File: src/rtl/conv_frame_sequencer.sv
// Frame sequencer for the convolution line-buffer engine: handshaked feed, latency drain, framed output.
// Optional: define CONV_SEQ_BORDER_ZERO_EN to force border outputs (first/last row, first/last column) to zero.
module conv_frame_sequencer #(
    parameter int WORD_SIZE    = 8,
    parameter int ROW_SIZE     = 540,
    parameter int IMAGE_HEIGHT = 360,
    parameter int LATENCY      = ROW_SIZE + 1
) (
    input  logic                 clk,
    input  logic                 rst,
    input  logic                 start,
    input  logic                 in_valid,
    input  logic [WORD_SIZE-1:0] in_pixel,
    output logic                 in_ready,
    output logic                 conv_en,
    output logic [WORD_SIZE-1:0] conv_pixel,
    input  logic [WORD_SIZE-1:0] conv_out,
    output logic                 out_valid,
    output logic [WORD_SIZE-1:0] out_pixel,
    output logic                 out_eol,
    output logic                 out_last,
    input  logic                 out_ready,
    output logic                 busy,
    output logic                 frame_done
);

    localparam int N     = ROW_SIZE * IMAGE_HEIGHT;
    localparam int TOTAL = N + LATENCY;
    localparam int ADV_W = $clog2(TOTAL + 1);
    localparam int COL_W = (ROW_SIZE > 1) ? $clog2(ROW_SIZE) : 1;
    localparam int ROW_W = (IMAGE_HEIGHT > 1) ? $clog2(IMAGE_HEIGHT) : 1;

    localparam logic [ADV_W-1:0] ADV_LAT_M1 = ADV_W'(LATENCY - 1);
    localparam logic [ADV_W-1:0] ADV_N_M1   = ADV_W'(N - 1);
    localparam logic [ADV_W-1:0] ADV_END    = ADV_W'(TOTAL);
    localparam logic [COL_W-1:0] COL_LAST   = COL_W'(ROW_SIZE - 1);
    localparam logic [ROW_W-1:0] ROW_LAST   = ROW_W'(IMAGE_HEIGHT - 1);

    typedef enum logic [2:0] {
        S_IDLE,
        S_FILL,
        S_STREAM,
        S_FLUSH,
        S_DONE
    } state_t;

    state_t               state_q, state_d;
    logic [ADV_W-1:0]     adv_q, adv_d;
    logic [COL_W-1:0]     col_q, col_d;
    logic [ROW_W-1:0]     row_q, row_d;
    logic                 out_valid_q, out_valid_d;
    logic [WORD_SIZE-1:0] out_pixel_q, out_pixel_d;
    logic                 out_eol_q, out_eol_d;
    logic                 out_last_q, out_last_d;

    logic free;
    logic capture;
    logic on_border;

    assign free    = !out_valid_q || out_ready;
    assign capture = conv_en && (state_q == S_STREAM || state_q == S_FLUSH);

`ifdef CONV_SEQ_BORDER_ZERO_EN
    assign on_border = (row_q == '0) || (row_q == ROW_LAST) || (col_q == '0) || (col_q == COL_LAST);
`else
    assign on_border = 1'b0;
`endif

    always_ff @(posedge clk or negedge rst) begin
        if (!rst) begin
            state_q     <= S_IDLE;
            adv_q       <= '0;
            col_q       <= '0;
            row_q       <= '0;
            out_valid_q <= 1'b0;
            out_pixel_q <= '0;
            out_eol_q   <= 1'b0;
            out_last_q  <= 1'b0;
        end else begin
            state_q     <= state_d;
            adv_q       <= adv_d;
            col_q       <= col_d;
            row_q       <= row_d;
            out_valid_q <= out_valid_d;
            out_pixel_q <= out_pixel_d;
            out_eol_q   <= out_eol_d;
            out_last_q  <= out_last_d;
        end
    end

    // adv_q equals inputs consumed while in FILL/STREAM, so it alone decides when input ends.
    always_comb begin
        state_d = state_q;
        unique case (state_q)
            S_IDLE: begin
                if (start) state_d = S_FILL;
            end
            S_FILL: begin
                if (conv_en && adv_q == ADV_LAT_M1)
                    state_d = (adv_q == ADV_N_M1) ? S_FLUSH : S_STREAM;
            end
            S_STREAM: begin
                if (conv_en && adv_q == ADV_N_M1) state_d = S_FLUSH;
            end
            S_FLUSH: begin
                if (adv_q == ADV_END && out_valid_q && out_ready) state_d = S_DONE;
            end
            S_DONE: begin
                state_d = S_IDLE;
            end
            default: state_d = S_IDLE;
        endcase
    end

    always_comb begin
        conv_en    = 1'b0;
        in_ready   = 1'b0;
        conv_pixel = '0;
        unique case (state_q)
            S_FILL: begin
                conv_en    = in_valid;
                in_ready   = in_valid;
                conv_pixel = in_pixel;
            end
            S_STREAM: begin
                conv_en    = in_valid && free;
                in_ready   = in_valid && free;
                conv_pixel = in_pixel;
            end
            S_FLUSH: begin
                conv_en = free && (adv_q != ADV_END);
            end
            default: begin
                conv_en = 1'b0;
            end
        endcase
        busy       = (state_q != S_IDLE);
        frame_done = (state_q == S_DONE);
    end

    // Output slot only reloads on an advance, which in STREAM/FLUSH already implies the slot is free.
    always_comb begin
        adv_d       = adv_q;
        col_d       = col_q;
        row_d       = row_q;
        out_valid_d = out_valid_q;
        out_pixel_d = out_pixel_q;
        out_eol_d   = out_eol_q;
        out_last_d  = out_last_q;
        if (state_q == S_IDLE && start) begin
            adv_d = '0;
            col_d = '0;
            row_d = '0;
        end else begin
            if (conv_en) adv_d = adv_q + ADV_W'(1);
            if (capture) begin
                out_valid_d = 1'b1;
                out_pixel_d = on_border ? '0 : conv_out;
                out_eol_d   = (col_q == COL_LAST);
                out_last_d  = (col_q == COL_LAST) && (row_q == ROW_LAST);
                if (col_q == COL_LAST) begin
                    col_d = '0;
                    if (row_q != ROW_LAST) row_d = row_q + ROW_W'(1);
                end else begin
                    col_d = col_q + COL_W'(1);
                end
            end else if (out_ready) begin
                out_valid_d = 1'b0;
                out_eol_d   = 1'b0;
                out_last_d  = 1'b0;
            end
        end
    end

    assign out_valid = out_valid_q;
    assign out_pixel = out_pixel_q;
    assign out_eol   = out_eol_q;
    assign out_last  = out_last_q;

endmodule

File: config.mk
export PLATFORM = sky130hd
export DESIGN_NAME = conv_frame_sequencer
export DESIGN_NICKNAME = d
export VERILOG_FILES = /design/src/rtl/conv_frame_sequencer.sv
export SDC_FILE = /design/constraint.sdc
export NUM_CORES = 1
export LEC_CHECK = 0
export ABC_CLOCK_PERIOD_IN_PS = 2000
export BUFFER_PORTS_ARGS = -buffer_cell sky130_fd_sc_hd__buf_2
export CORE_MARGIN = 2
export CORE_UTILIZATION = 53
export CTS_BUF_LIST = sky130_fd_sc_hd__clkbuf_8
export CTS_CLUSTER_DIAMETER = 200
export CTS_CLUSTER_SIZE = 14
export DETAILED_ROUTE_END_ITERATION = 7
export MAX_ROUTING_LAYER = met4
export PLACE_DENSITY = 0.76
export SYNTH_ARGS = -nofsm -noshare
export SYNTH_HDL_FRONTEND = slang
export SYNTH_SLANG_ARGS = --single-unit
File: constraint.sdc
create_clock -name clk -period 2 [get_ports clk]
set_input_delay 0.1 -clock clk [delete_from_list [all_inputs] [get_ports clk]]
set_output_delay 0.1 -clock clk [all_outputs]
set_load 0.02 [all_outputs]
==> reports/qor.yml <==
worstSkewPairLatency_ns: 0.31
cts-buffers-inserted: 5
worst_r2r_path_depth: 11
route.antenna.remaining_nets: 0
worst_hold_path.endpoint: "out_pixel[6]$_DFFE_PN0P_"
synth_cell_types: 52
critPathKind: "flip-flop to flip-flop"
met1_usage: 0.308
timing.final.max_slew_violations: 0
final_layout_size_suffix_gt1_frac: 0.447
std_cell_rows: 26
antenna_violations_before_repair: 0
portBuffers: 43
routed-via-count: 2682
drt_pre_antenna_iters: 4
maxClockFrequency_ghz: 0.463
timing.hold.worst.class: "input port to flip-flop"
clk_transition_reported_paths_ns: 0.10
cts-htree-levels: 2
global_route.usage.met3: 0.0435
maxCapViolCount: 0
crit_path_max_fanout: 5
dieHeight_um: 77.1
ys_async_sr_fraction: 1.00
min_delay_path_depth: 2
worst_slack_ns: -0.159
sum_of_internal_switching_and_leakage_power_w: 0.00273
grt_most_used_layer: "met2"
die_area_um2: 5950
post_synth_fa_ha_maj_area_fraction: 0.0221
wl_per_cell_um: 17.7
finalHoldViolations: 0
synth-seq-area-share: 0.451
synth_cells: 295
gp_congestion: 0.902
timing.critical_path.required_ns: 2.23
finalNetCount: 419
total_power_per_unit_cell_area_nw_per_um2: 677
final_cell_utilization_of_the_core: 0.785
post_synth_instance_area_um2: 2830
grt.overflow.total: 0
grtUsageMet2: 0.395
ctsRootBufferMaster: "sky130_fd_sc_hd__clkbuf_8"
grt_pass1_vias: 2547
crit_path_end_kind: "flip-flop"
floorplan.io_pins: 44
crit_path_start_kind: "flip-flop"
ys_dominant_reg_cell: "sky130_fd_sc_hd__dfrtp_1"
yosys.area_share.simple: 0.262
grt_setup_unrepaired: "yes"
synthesis.area_per_instance_um2: 9.60
hold_path_startpoint: "conv_out[6]"
syn-num-nets: 321
grt_start_max_net_pins: 52
drt-initial-drc-count: 191
p_leak_nw: 1.83
finish.instance_area_um2: 4030
tritoncts: "built"
vdd_ir_drop_max_uv: 573
outcome: "complete, but fails checks"
start_util: 0.551
yosys-mux-area-fraction: 0.0389
regToRegStartpoint: "adv_q[1]$_DFFE_PN0P_"
synth_enable_flop_cells: 0
area.growth.synth_to_final_pct: 42.4
clock_sinks: 51
drt_drc_violations_left: 0
post_layout_nonfiller_instances: 464
timing.final.crit_period_ns: 2.16
critical_path_arrival_ns: 2.39
synth_compound_area_frac: 0.140
slew-limit-headroom: 0.564
post_drt_via_cell_ratio: 5.78
yosysWarnings: 0
r2r_slack_ns: -0.16
violations_in_the_final_reports: "negative setup slack"
worst_r2r_endpoint: "adv_q[4]$_DFFE_PN0P_"
multi_input_area_um2: 1790
fin_worst_skew_ns: 0.0118
grt_usage: 0.245
detailed_place_hpwl_um: 4640
synth_top_family_by_area: "simple AND/OR/NAND/NOR gates"
core_area_um2: 5140
fin_crit_sh: 1.08
die_w_um: 77.1
tightestPinTransition_ns: 0.653
numPlacedInstances: 441
detailed_place.area_um2: 3410
synthXorXnorAreaFrac: 0.0557
diodes: 0
routed_wirelength_um: 8230
yosys_register_bits: 51
num-fill-cells: 319
seq_area_um2: 1280
grt_first_pass_wirelength_um: 11500
report.final.setup_viol: 41
clock_tree.buffer_depth: 2
[critical path: stages, from the launching register on]
cell and delay, ns:
sky130_fd_sc_hd__dfrtp_1 0.41, sky130_fd_sc_hd__inv_2 0.09, sky130_fd_sc_hd__ha_4 0.13, sky130_fd_sc_hd__nor4b_4 0.22
sky130_fd_sc_hd__and4_4 0.29, sky130_fd_sc_hd__a211oi_4 0.07, sky130_fd_sc_hd__buf_6 0.15, sky130_fd_sc_hd__nor2_4 0.19
sky130_fd_sc_hd__inv_4 0.07, sky130_fd_sc_hd__buf_4 0.15, sky130_fd_sc_hd__nand4_1 0.12, sky130_fd_sc_hd__mux2i_1 0.20
[where the power goes]
part           switching [W]  total (W)  internal [W]
clock network       0.000362   0.000862      0.000499
registers          0.0000521    0.00116       0.00110
logic               0.000395   0.000712      0.000317
total               0.000809    0.00273       0.00192
[metal layers]
layer | up-vias | wire, um
met5 | - | 0
met4 | 0 | 221
met3 | 20 | 362
met2 | 93 | 4150
met1 | 1316 | 3490
li1 | 1253 | -
[flip-flops by register name, summed over array words and instances, names as in the netlist]
signal	count
col_q	10
out_pixel	8
out_last	1
adv_q	18
out_valid	1
state_q	3
out_eol	1
row_q	9
[worst max-delay path by stage]
stage	startpoint	slack, ns	to
detailed placement	adv_q[1]$_DFFE_PN0P_	-0.18	adv_q[14]$_DFFE_PN0P_
finish	adv_q[1]$_DFFE_PN0P_	-0.16	adv_q[4]$_DFFE_PN0P_
global placement	adv_q[1]$_DFFE_PN0P_	-0.13	adv_q[16]$_DFFE_PN0P_
floorplan	adv_q[1]$_DFFE_PN0P_	-0.01	adv_q[16]$_DFFE_PN0P_
global route	adv_q[1]$_DFFE_PN0P_	-0.23	adv_q[4]$_DFFE_PN0P_
CTS	adv_q[1]$_DFFE_PN0P_	-0.06	conv_en
[layout by cell type (no fill, tap or decap), types with 3 or more instances in the layout]
master                      instances
sky130_fd_sc_hd__buf_6             12
sky130_fd_sc_hd__o21ai_2            7
sky130_fd_sc_hd__and2_1            14
sky130_fd_sc_hd__nor2_2             3
sky130_fd_sc_hd__clkbuf_8           5
sky130_fd_sc_hd__ha_1               3
sky130_fd_sc_hd__nor2_1            25
sky130_fd_sc_hd__nor2b_1            3
sky130_fd_sc_hd__nand3_2            5
sky130_fd_sc_hd__nand4_1            5
sky130_fd_sc_hd__o31ai_1            4
sky130_fd_sc_hd__dfrtp_1           50
sky130_fd_sc_hd__nand2_1           21
sky130_fd_sc_hd__o21ai_0            5
sky130_fd_sc_hd__inv_1              7
sky130_fd_sc_hd__nor4_1             3
sky130_fd_sc_hd__a21oi_1            5
sky130_fd_sc_hd__o2111ai_1          3
sky130_fd_sc_hd__nor3_1             4
sky130_fd_sc_hd__buf_4             47
sky130_fd_sc_hd__buf_2             42
sky130_fd_sc_hd__nand2b_1           3
sky130_fd_sc_hd__nand3_1           12
sky130_fd_sc_hd__mux2_4             8
sky130_fd_sc_hd__nand2_2            3
sky130_fd_sc_hd__o21ai_1            6
sky130_fd_sc_hd__a21oi_2            5
sky130_fd_sc_hd__and4_1             3
sky130_fd_sc_hd__xor2_1            16
sky130_fd_sc_hd__and3_1             5
[synth_stat cells (all sizes together), types with 6 or more instances]
cell   instances  area, um2
nor4b          6       67.6
nand2         24       90.1
xor2          16        140
and3           6       42.5
nor2          30        115
nand3         17       85.1
and2          15       93.8
o21ai         19       95.1
inv            9       33.8
a21oi         10       50.1
o31ai          6       45.0
nor3           6       41.3
dfrtp         51       1280
mux2           8       90.1
buf            8       42.5
[metrics by stage]
| stage | setup WS (ns) | TNS (ns) | hold slack [ns] |
|---|---|---|---|
| 2_1_floorplan | -0.0146 | -0.0146 | -0.196 |
| 3_3_place_gp | -0.132 | -1.45 | 0.254 |
| 3_5_place_dp | -0.176 | -2.47 | 0.255 |
| 4_1_cts | -0.0645 | -0.108 | 0.00274 |
| 5_1_grt | -0.226 | -5.96 | 0.0166 |
| 6_report | -0.159 | -1.99 | 0.0204 |
[kinds of logic (layout without fill, tap and decap cells)]
group                      after synthesis  in the layout
and+or+nand+nor                        134            134
AOI/OAI and AO/OA                       57             57
DFF                                     51             51
buffers and inverters                   20            119
xor gates and xnor gates                18             18
muxes                                   10             10
adders and majority gates                5              5
[timing repair]
item	CTS	global route
hold buffers	1	0
pin swaps	5	17
gates cloned	0	3
resized for setup	10	79
endpoints found under the hold margin	51	0
buffers inserted	5	9
endpoints found under the setup margin	35	44
[layout make-up]
| cell class | count | share of cell area |
|---|---|---|
| Inverter | 9 | 0.00900 |
| Clock buffer | 5 | 0.0171 |
| Sequential cell | 51 | 0.317 |
| Multi-Input combinational cell | 224 | 0.443 |
| Clock inverter | 3 | 0.0167 |
| Timing Repair Buffer | 102 | 0.176 |
| Tap cell | 70 | 0.0217 |
(Power assumes the default switching activity.)
